**src/rtl/mha_fix_pkg.sv**
```systemverilog
// Shared definitions for the attention fixed-point arithmetic blocks:
// the sequencer state set, default widths and Q-format saturation limits.
package mha_fix_pkg;

  typedef enum logic [1:0] {
    IDLE = 2'd0,
    CALC = 2'd1,
    SIGN = 2'd2,
    DONE = 2'd3
  } state_t;

  localparam int D_W_DEF  = 16;
  localparam int FRAC_DEF = 8;

  // Limits of a signed w-bit result.
  function automatic longint q_max(input int w);
    return (longint'(1) <<< (w - 1)) - longint'(1);
  endfunction

  function automatic longint q_min(input int w);
    return -(longint'(1) <<< (w - 1));
  endfunction

endpackage

```
**src/rtl/mul_shift.sv**
```systemverilog
// One shift-add step: passes the multiplicand through when the multiplier
// bit is set, and offers the multiplicand shifted left by one for the next step.
module mul_shift #(
  parameter int D_W = 16
) (
  input  logic [2*D_W-1:0] I_IN1,
  input  logic             I_IN2,
  output logic [2*D_W-1:0] O_OUT,
  output logic [2*D_W-1:0] O_SFT1
);

  assign O_OUT  = I_IN2 ? I_IN1 : '0;
  assign O_SFT1 = {I_IN1[2*D_W-2:0], 1'b0};

endmodule

```
**src/rtl/seq_fix_mul.sv**
```systemverilog
// Iterative signed fixed-point multiplier: magnitudes are multiplied by
// shift-add over D_W cycles, then sign-fixed, rescaled and saturated.
//
// state | meaning
// IDLE  | waiting for I_START; O_VLD pulse is seen here after DONE
// CALC  | one shift-add iteration per cycle, D_W iterations
// SIGN  | apply the result sign to the accumulator
// DONE  | rescale, saturate and register the result, raise O_VLD
module seq_fix_mul
  import mha_fix_pkg::*;
#(
  parameter int D_W  = D_W_DEF,
  parameter int FRAC = FRAC_DEF
) (
  input  logic               I_CLK,
  input  logic               I_RST_N,
  input  logic               I_START,
  input  logic [D_W-1:0]     I_A,
  input  logic [D_W-1:0]     I_B,
  output logic               O_BUSY,
  output logic               O_VLD,
  output logic [D_W-1:0]     O_PROD,
  output logic [2*D_W-1:0]   O_PROD_FULL,
  output logic               O_SAT
);

  localparam int CW = $clog2(D_W);
  localparam logic [CW-1:0] CNT_LAST = CW'(D_W - 1);
  localparam logic signed [2*D_W-1:0] SAT_MAX = (2*D_W)'(q_max(D_W));
  localparam logic signed [2*D_W-1:0] SAT_MIN = (2*D_W)'(q_min(D_W));
  localparam logic [D_W-1:0] PROD_MAX = SAT_MAX[D_W-1:0];
  localparam logic [D_W-1:0] PROD_MIN = SAT_MIN[D_W-1:0];

  state_t             state;
  logic [2*D_W-1:0]   mcand;
  logic [2*D_W-1:0]   acc;
  logic [D_W-1:0]     mplier;
  logic [CW-1:0]      cnt;
  logic               neg;

  logic [2*D_W-1:0]   step_out;
  logic [2*D_W-1:0]   step_sft;
  logic [D_W-1:0]     abs_a;
  logic [D_W-1:0]     abs_b;
  logic signed [2*D_W-1:0] acc_s;
  logic signed [2*D_W-1:0] r;
  logic               sat_hi;
  logic               sat_lo;

  mul_shift #(.D_W(D_W)) u_mul_shift (
    .I_IN1  (mcand),
    .I_IN2  (mplier[0]),
    .O_OUT  (step_out),
    .O_SFT1 (step_sft)
  );

  // Unsigned magnitude: the most-negative value maps onto itself as unsigned.
  assign abs_a  = I_A[D_W-1] ? (~I_A + 1'b1) : I_A;
  assign abs_b  = I_B[D_W-1] ? (~I_B + 1'b1) : I_B;

  assign acc_s  = acc;
  assign r      = acc_s >>> FRAC;
  assign sat_hi = (r > SAT_MAX);
  assign sat_lo = (r < SAT_MIN);

  always_ff @(posedge I_CLK or negedge I_RST_N) begin
    if (!I_RST_N) begin
      state       <= IDLE;
      mcand       <= '0;
      acc         <= '0;
      mplier      <= '0;
      cnt         <= '0;
      neg         <= 1'b0;
      O_BUSY      <= 1'b0;
      O_VLD       <= 1'b0;
      O_PROD      <= '0;
      O_PROD_FULL <= '0;
      O_SAT       <= 1'b0;
    end else begin
      O_VLD <= 1'b0;
      case (state)
        IDLE: begin
          if (I_START) begin
            mcand  <= {{D_W{1'b0}}, abs_a};
            mplier <= abs_b;
            neg    <= I_A[D_W-1] ^ I_B[D_W-1];
            acc    <= '0;
            cnt    <= '0;
            O_BUSY <= 1'b1;
            state  <= CALC;
          end
        end
        CALC: begin
          acc    <= acc + step_out;
          mcand  <= step_sft;
          mplier <= mplier >> 1;
          cnt    <= cnt + 1'b1;
          if (cnt == CNT_LAST) state <= SIGN;
        end
        SIGN: begin
          if (neg) acc <= -acc;
          state <= DONE;
        end
        DONE: begin
          O_PROD_FULL <= acc;
          if (sat_hi)      O_PROD <= PROD_MAX;
          else if (sat_lo) O_PROD <= PROD_MIN;
          else             O_PROD <= r[D_W-1:0];
          O_SAT  <= sat_hi | sat_lo;
          O_VLD  <= 1'b1;
          O_BUSY <= 1'b0;
          state  <= IDLE;
        end
        default: state <= IDLE;
      endcase
    end
  end

endmodule

```
**config.mk**
```make
export PLATFORM = sky130hd
export DESIGN_NAME = seq_fix_mul
export DESIGN_NICKNAME = d
export VERILOG_FILES = /design/src/rtl/mha_fix_pkg.sv /design/src/rtl/mul_shift.sv /design/src/rtl/seq_fix_mul.sv
export SDC_FILE = /design/constraint.sdc
export NUM_CORES = 1
export LEC_CHECK = 0
export CAP_MARGIN = 15
export CORE_MARGIN = 4
export CORE_UTILIZATION = 54
export DETAILED_ROUTE_END_ITERATION = 8
export DONT_BUFFER_PORTS = 1
export PLACE_DENSITY_LB_ADDON = 0.25
export SLEW_MARGIN = 30
export SYNTH_ARGS = -nofsm -noshare
export SYNTH_HDL_FRONTEND = slang
export SYNTH_SLANG_ARGS = --single-unit
```
**constraint.sdc**
```tcl
create_clock -name I_CLK -period 5.76 [get_ports I_CLK]
set_clock_uncertainty 0.1 [all_clocks]
set_input_delay 0.864 -clock I_CLK [delete_from_list [all_inputs] [get_ports I_CLK]]
set_output_delay 0.864 -clock I_CLK [all_outputs]
set_load 0.1 [all_outputs]
```
==> metrics.cfg, run 1 <==
[run_status]
status = complete, no violations

[logic_synthesis]
synth_compound_area_share_pct = 21.9
synth.distinct_cells = 66
synth_simple_gate_area_share_pct = 17.9
synth-async-reset-ratio_pct = 100
synth_flop_cell = dfrtp_1
synth_nets = 1081
synthAdderAreaFrac_pct = 5.79
syn_inst = 1006
yosysWarnings = 0
synthTopCellsByArea = dfrtp_1, o21ai_0, ha_1, mux2_2, nand2_1
muxShareOfSynthArea_pct = 5.72
ys_seq_elements = 138
synth.top_cell.area_share_pct = 39.3
syn_avg_cell_area_um2 = 8.73
synth_edf_count = 0
synthXorXnorAreaFrac_pct = 4.89
synth_area_um2 = 8780
yosysTopAreaCell = dfrtp_1
synth_top_family_by_area = compound AO/OA/AOI/OAI gates
ys_seq_area_share_pct = 39.3

[critical_path]
cp-start-kind = register
reg2reg_from = mplier[0]
cp_max_fo = 33
required_ps = 6020
worst_ep_arrival_time_ps = 4050
setup.worst_path.end_class = register
crit_type = reg2reg
critPathLaunch = mplier[0]

[routing]
initialDrtViolationCount = 672
vias = 7232
drt_wl_total_mm = 20.3
drt_pass1_iterations = 5
wl_per_cell_um = 17.0
via_per_inst = 6.03
route.detailed.drc = 0
ant_nets = 0

[place]
post-dp-hpwl_mm = 14.5
dp.cells = 1169
port_buffers = 0
place_congestion = 0.915

[final_layout]
final_common_cell = dfrtp_1
mostFrequentLayoutCells = dfrtp_1, o21ai_0, nand2_1
final_cells = 1200
num_antenna_cells = 0
drive_gt1_share_pct = 9.04
area_growth_pct = 8.12
finalNetCount = 1047

[floorplanning]
die_height_um = 136
core-area_um2 = 15900
chipWidth_um = 136
ios = 86
core.rowCount = 46
die_area_um2 = 18400
start_util_pct = 55.3

[sta]
setup_tns_ps = 0
hold_violations = 0
final_max_slew_viol_count = 0
fmax_mhz = 263
rsz0062_at_grt = false
min_period_ps = 3800
finalSetupViolCount = 0
fin_crit_sh_pct = 65.9
worst_pin_slew_ps = 1030
relSlewSlack_pct = 30.7

[grt]
grt_overflow = 0
grt_pass1_wl_mm = 34.0
grt_usage_pct = 22.8
first_global_vias = 6837
antenna_found_initial = 0
grt_max_degree = 139

[clock_tree]
clockRootBuffer = clkbuf_16
cts_setup_buffers = 0
cts_hold_buf = 0
clock-sinks = 138
clk_latency_ps = 420
cts_max_level = 4
path_clk_slew_ps = 60
cts_buffers = 17
ctsResizeCount = 0
cts_buffer_depth = 2
cts_tree = built

[min_path]
hold_class = in2async

[run]
maxCapViolCount = 0

final timing paths:
| kind | endpoint | slack, ps | cells past startpoint |
|---|---|---|---|
| worst max-delay path | acc[28] | 1960 | 12 |
| worst min-delay path | O_PROD_FULL[5] | 40 | 0 |
| worst max register to register | acc[28] | 1960 | 12 |
| worst min register to register | mplier[1] | 380 | 2 |
| max in group asynchronous | mcand[21] | 5370 | 0 |
| min in group I_CLK | mplier[1] | 380 | 2 |
Yosys cell counts (16+ instances only):
cell and count:
nor2_1 82, inv_1 40, ha_1 39, o22ai_1 16, nand2_1 93, mux2_2 33, xor2_1 28, and2_1 32
o21ai_0 107, clkbuf_1 49, a22o_1 19, xnor2_1 21, nor3_1 30, a21o_1 19, or3_1 18, dfrtp_1 138
a21oi_1 69
layer usage:
layer,vias up,global-route usage (%),wire length [µm]
li1,3561,-,-
met4,0,7.61,356
met1,3420,33.8,9750
met5,-,0,0
met2,220,33.4,8800
met3,31,4.83,1440
state kept, by name, summed over array words and instances (netlist names):
| signal | flops |
|---|---|
| mcand | 32 |
| neg | 1 |
| state | 2 |
| O_PROD | 16 |
| O_SAT | 1 |
| acc | 32 |
| O_BUSY | 1 |
| cnt | 4 |
| mplier | 16 |
| O_VLD | 1 |
| O_PROD_FULL | 32 |
worst max-delay path: stages (launching register included):
cell and delay [ps]:
dfrtp_1 820, and2_1 230, ha_1 180, inv_1 60
fa_1 400, nor2b_1 170, o31ai_1 110, a21oi_1 470
a22oi_1 220, a21oi_1 290, a31oi_1 180, or4_1 420
nand3_1 90
area by class of cell:
cell class              instances  area, µm²
inverters                      41        154
multi-input cells             767       4960
well taps                     216        270
repair buffers                  7       52.6
clock inverters                10        141
fillers                      1436       6390
clock buffers                  21        460
flip-flops and latches        138       3450
cells by family (layout without fill, tap and decap cells):
family	after synthesis	in the layout
AO/OA/AOI/OAI	310	310
XOR/XNOR	49	49
adder cells (fa/ha/maj)	40	40
buffers and inverters	101	79
flip-flops	138	138
multiplexers	46	46
AND/OR/NAND/NOR	322	322
metrics by stage:
step           util [%]  area, µm²  hold WS (ps)  setup WS (ps)
2_1_floorplan         -       8780           350           2760
3_3_place_gp       55.9       8890           361           2230
3_5_place_dp       56.0       8890           370           2040
4_1_cts            59.8       9490          30.7           2030
5_1_grt            59.8       9490          25.0           1660
6_report           59.8       9490          41.7           1960
Power of run 1 is left out: the tool's default activity adds up to more than one toggle a clock period on the data nets, which glitch-free logic cannot reach.
==> run 2, diff against run 1 <==
clock period = 3.17 ns   (was 5.76 ns; I/O delays follow)
==> metrics.cfg, run 2 (synthesized netlist as in run 1, its figures left out) <==
[run_status]
status = finished, violations left
violations = negative hold slack

[grt]
grt_pass1_wl_mm = 34.6
met3_usage_pct = 4.35
grt_overflow = 0
antenna_found_initial = 0
met1_usage_pct = 34.1
grt_max_degree = 139
grt_usage_pct = 23.1
gr-max-usage-layer = met2
use_met2_pct = 34.9
first_global_vias = 6932

[floorplanning]
ios = 86
die_height_um = 136
core-area_um2 = 15900
start_util_pct = 55.3
core.rowCount = 46
chipWidth_um = 136
die_area_um2 = 18400

[sta]
finalSetupViolCount = 0
fin_crit_sh_pct = 95.4
worst_pin_slew_ps = 946
final_max_slew_viol_count = 0
fmax_mhz = 331
hold_violations = 138
min_period_ps = 3020
rsz0062_at_grt = true
relSlewSlack_pct = 37.0
whs_ps = -340

[critical_path]
required_ps = 3360
max_stage_delay_ps = 570
setup.worst_path.end_class = register
path_buf_inv = 0
path_cells = or4_1, or4_4, or3_1, or3_1, o31a_1, a21oi_1, o21ai_1
cp_top_family = simple AND/OR/NAND/NOR gates
cp-start-kind = register
crit_type = reg2reg
cp_max_fo = 6
cpMostUsedCell = or3_1
worst_ep_arrival_time_ps = 3220
crit_path_top_delay_cell = or4_1

[final_layout]
area_growth_pct = 12.1
reg_top3 = O_PROD_FULL: 32 flops, acc: 32 flops, mcand: 32 flops
drive_gt1_share_pct = 13.0
num_antenna_cells = 0
mostFrequentLayoutCells = dfrtp_1, o21ai_0, nand2_1
finalNetCount = 1080
final_common_cell = dfrtp_1

[clock_tree]
cts_setup_buffers = 0
clk_latency_ps = 410
cts_buffer_depth = 2
cts_buffers = 17
clock-sinks = 138
path_clk_slew_ps = 60
cts_tree = built
clockRootBuffer = clkbuf_16
cts_max_level = 4

[routing]
vias = 7367
drt_pass1_iterations = 5
drt_wl_total_mm = 20.6
ant_nets = 0
wl_per_cell_um = 16.7
via_per_inst = 5.97
initialDrtViolationCount = 521
route.detailed.drc = 0

[place]
place_congestion = 0.939
post-dp-hpwl_mm = 14.8
port_buffers = 0

[run]
maxCapViolCount = 0

[min_path]
hold_class = in2async

-- run 2: cell types whose count changed in the layout (fill, tap and decap cells not counted), moves of 2 or more --
cell	change
o21ai_1	+2
buf_4	+32
clkbuf_1	-2
a21oi_2	+2
a21oi_1	-2
bufinv_16	+2
o21ai_0	-2
inv_6	-2
-- run 2: per-layer routing --
metal	routed length [µm]	share of wire [%]	vias up
met5	0	0	-
met4	325	1.6	0
met3	1290	6.3	24
met2	9030	44	232
met1	9950	48	3495
li1	-	-	3616
-- run 2: path summary, 6_finish.rpt --
path,start,end,slack (ps),cells past startpoint
worst max-delay path,acc[8],acc[17],150,7
worst min-delay path,I_RST_N,O_PROD[2],-340,0
worst max register to register,acc[8],acc[17],150,7
worst min register to register,mplier[1],mplier[1],380,2
max in group asynchronous,I_RST_N,cnt[2],3130,0
min in group I_CLK,I_A[0],mcand[0],140,2
-- run 2: area by class of cell --
type / count / area (µm²)
clock buffers: 20 / 467
clock inverters: 11 / 193
fillers: 1384 / 6040
inverters: 41 / 154
multi-input cells: 767 / 4990
flip-flops and latches: 138 / 3450
well taps: 216 / 270
repair buffers: 40 / 313
-- run 2: repair_timing --
| item | in CTS | in global routing |
|---|---|---|
| endpoints found under the hold margin | 138 | 138 |
| endpoints found under the setup margin | 0 | 11 |
| gates resized for setup | 0 | 12 |
-- run 2: worst reg2reg max path, cell delays in order, from the launching register on --
cell     delay [ps]
dfrtp_1         370
or4_1           570
or4_4           540
or3_1           360
or3_1           420
o31a_1          320
a21oi_1         140
o21ai_1          90
-- run 2: stage by stage --
step	area (µm²)	setup slack (ps)	utilization (%)	setup TNS (ps)	cells
after floorplan	8780	169	-	0	1006
after global placement	9150	121	57.6	0	1202
after detailed placement	9150	72.4	57.6	0	1202
after CTS	9810	63.4	61.7	0	1233
after global routing	9840	-3.03	62.0	-3.03	1233
final	9840	147	62.0	0	1233
Power of run 2 is left out for the same reason.
==> run 3, diff against run 2 <==
SLEW_MARGIN = not set   (was 30)
SYNTH_HIERARCHICAL = 1   (was not set)
==> metrics.cfg, run 3 <==
[sta]
finalSetupViolCount = 0
fin_crit_sh_pct = 95.0
whs_ps = -357
setup_tns_ps = 0
fmax_mhz = 332
hold_violations = 138
rsz0062_at_grt = true
final_max_slew_viol_count = 0
worst_pin_slew_ps = 974
relSlewSlack_pct = 35.1
min_period_ps = 3010

[final_layout]
utilization_pct = 61.3
drive_gt1_share_pct = 15.7
finalNetCount = 1063
multi_input_area_um2 = 5010
mostFrequentLayoutCells = dfrtp_1, o21ai_0, nand2_1
final_common_cell = dfrtp_1
final_cells = 1216
n_fill_cell = 1397
seqCellArea_um2 = 3450
num_antenna_cells = 0
reg_top3 = O_PROD_FULL: 32 flops, acc: 32 flops, mcand: 32 flops
area_growth_pct = 9.84

[critical_path]
crit_type = reg2reg
reg2regPathDepth = 13
cp_top_family = compound AO/OA/AOI/OAI gates
setup.worst_path.end_class = register
max_stage_delay_ps = 420
cp_max_fo = 28
crit_path_top_delay_cell = dfrtp_1
cp-start-kind = register
cp.depth = 13
path_cells = buf_8, and2_2, ha_1, buf_4, a21oi_2, o21ai_1, a31oi_1, buf_4, a211oi_2, o211ai_1, nand2_1, xor2_1, a221o_1
reg2reg_from = mplier[0]
required_ps = 3380
path_buf_inv = 3
reg2reg_slack_ps = 160
timing.rr.end = acc[25]
worst_ep_arrival_time_ps = 3220
cpMostUsedCell = buf_4

[grt]
grt_usage_pct = 23.8
antenna_found_initial = 0
first_global_vias = 7025
grt_max_degree = 139
grt_pass1_wl_mm = 35.5
grt_overflow = 0

[floorplanning]
ios = 86
core.rowCount = 46
chipWidth_um = 137
start_util_pct = 55.8
die_area_um2 = 18800
die_height_um = 137
core-area_um2 = 16100

[place]
place_congestion = 0.935
port_buffers = 0
dp.cells = 1184
post-dp-hpwl_mm = 15.1

[run_status]
violations = negative hold slack
status = finished, violations left

[logic_synthesis]
synth_area_um2 = 8990
synth.distinct_cells = 64
synth_edf_count = 0
synth_most_common_cell = dfrtp_1
synth_common_cells = dfrtp_1, o21ai_0, nand2_1
syn_avg_cell_area_um2 = 8.83
synth_flop_cell = dfrtp_1
ys_seq_elements = 138
synth-async-reset-ratio_pct = 100
synth.top_cell.area_share_pct = 38.4
synthTopCellsByArea = dfrtp_1, o21ai_0, ha_1, mux2_2, nand2_1
ys_seq_area_share_pct = 38.4
syn_inst = 1018
yosysTopAreaCell = dfrtp_1
synth_nets = 1093
yosysWarnings = 6

[run]
maxCapViolCount = 0

[routing]
via_per_inst = 6.04
drt_wl_total_mm = 21.3
wl_per_cell_um = 17.6
vias = 7347
ant_nets = 0
drt_pass1_iterations = 6
route.detailed.drc = 0
initialDrtViolationCount = 545

[clock_tree]
path_clk_slew_ps = 60
cts_buffers = 17
cts_tree = built
cts_max_level = 4
clk_latency_ps = 430
cts_buffer_depth = 2
clockRootBuffer = clkbuf_16
clock-sinks = 138

[min_path]
hold_class = in2async

-- run 3: cell types whose count changed after synthesis, moves of 9 or more --
cell     delta
buf_4      +32
a21oi_1     -9
and2_1     -30
and2_2     +32
nor3_1     -15
-- run 3: per-layer routing --
metal | up-vias | wire [µm] | global-route usage [%]
met5 | - | 0 | 0
li1 | 3556 | - | -
met3 | 31 | 1720 | 6.54
met2 | 228 | 9390 | 35.1
met4 | 0 | 452 | 7.93
met1 | 3532 | 9790 | 33.8
-- run 3: what timing repair did --
item,in CTS,in global routing
setup buffers,0,1
gates resized for setup,0,18
hold endpoints to repair,138,138
setup endpoints to repair,0,11
-- run 3: layout make-up --
| class | instances | share of cell area (%) |
|---|---|---|
| clock buffers | 20 | 4.63 |
| clock inverters | 11 | 2.21 |
| inverters | 48 | 1.83 |
| multi-input cells | 748 | 50.8 |
| flip-flops and latches | 138 | 35.0 |
| well taps | 216 | 2.74 |
| repair buffers | 35 | 2.86 |
-- run 3: cell families after synthesis --
family	count (synthesis)	synth area share [%]
other	1	0.0417
DFF	138	38.4
xor gates and xnor gates	54	5.26
adders and majority gates	40	5.65
buffers and inverters	132	6.89
AOI/OAI and AO/OA	300	20.7
muxes	49	5.93
and+or+nand+nor	304	17.1
-- run 3: how the worst max path moves through the flow --
stage / from / end / slack, ps
6_report: mplier[0] / acc[25] / 160
5_1_grt: mplier[0] / acc[19] / -10
4_1_cts: mcand[1] / acc[19] / 50
3_5_place_dp: mcand[1] / acc[19] / 50
3_3_place_gp: mplier[0] / acc[19] / 80
2_1_floorplan: mplier[0] / acc[24] / 30
-- run 3: worst register-to-register path, cell delays in order, from the launching register on --
cell and delay [ps]:
dfrtp_1 420, buf_8 180, and2_2 180, ha_1 280, buf_4 160, a21oi_2 130
o21ai_1 90, a31oi_1 240, buf_4 160, a211oi_2 80, o211ai_1 260, nand2_1 90
xor2_1 160, a221o_1 360
-- run 3: metrics by stage --
| stage | hold slack (ps) | setup WS [ps] | area [µm²] |
|---|---|---|---|
| 2_1_floorplan | 79.9 | 32.7 | 8990 |
| 3_3_place_gp | 85.3 | 76.5 | 9100 |
| 3_5_place_dp | 84.3 | 53.4 | 9100 |
| 4_1_cts | -370 | 46.8 | 9780 |
| 5_1_grt | -384 | -12.1 | 9870 |
| 6_report | -357 | 159 | 9870 |
Power of run 3 is left out for the same reason.
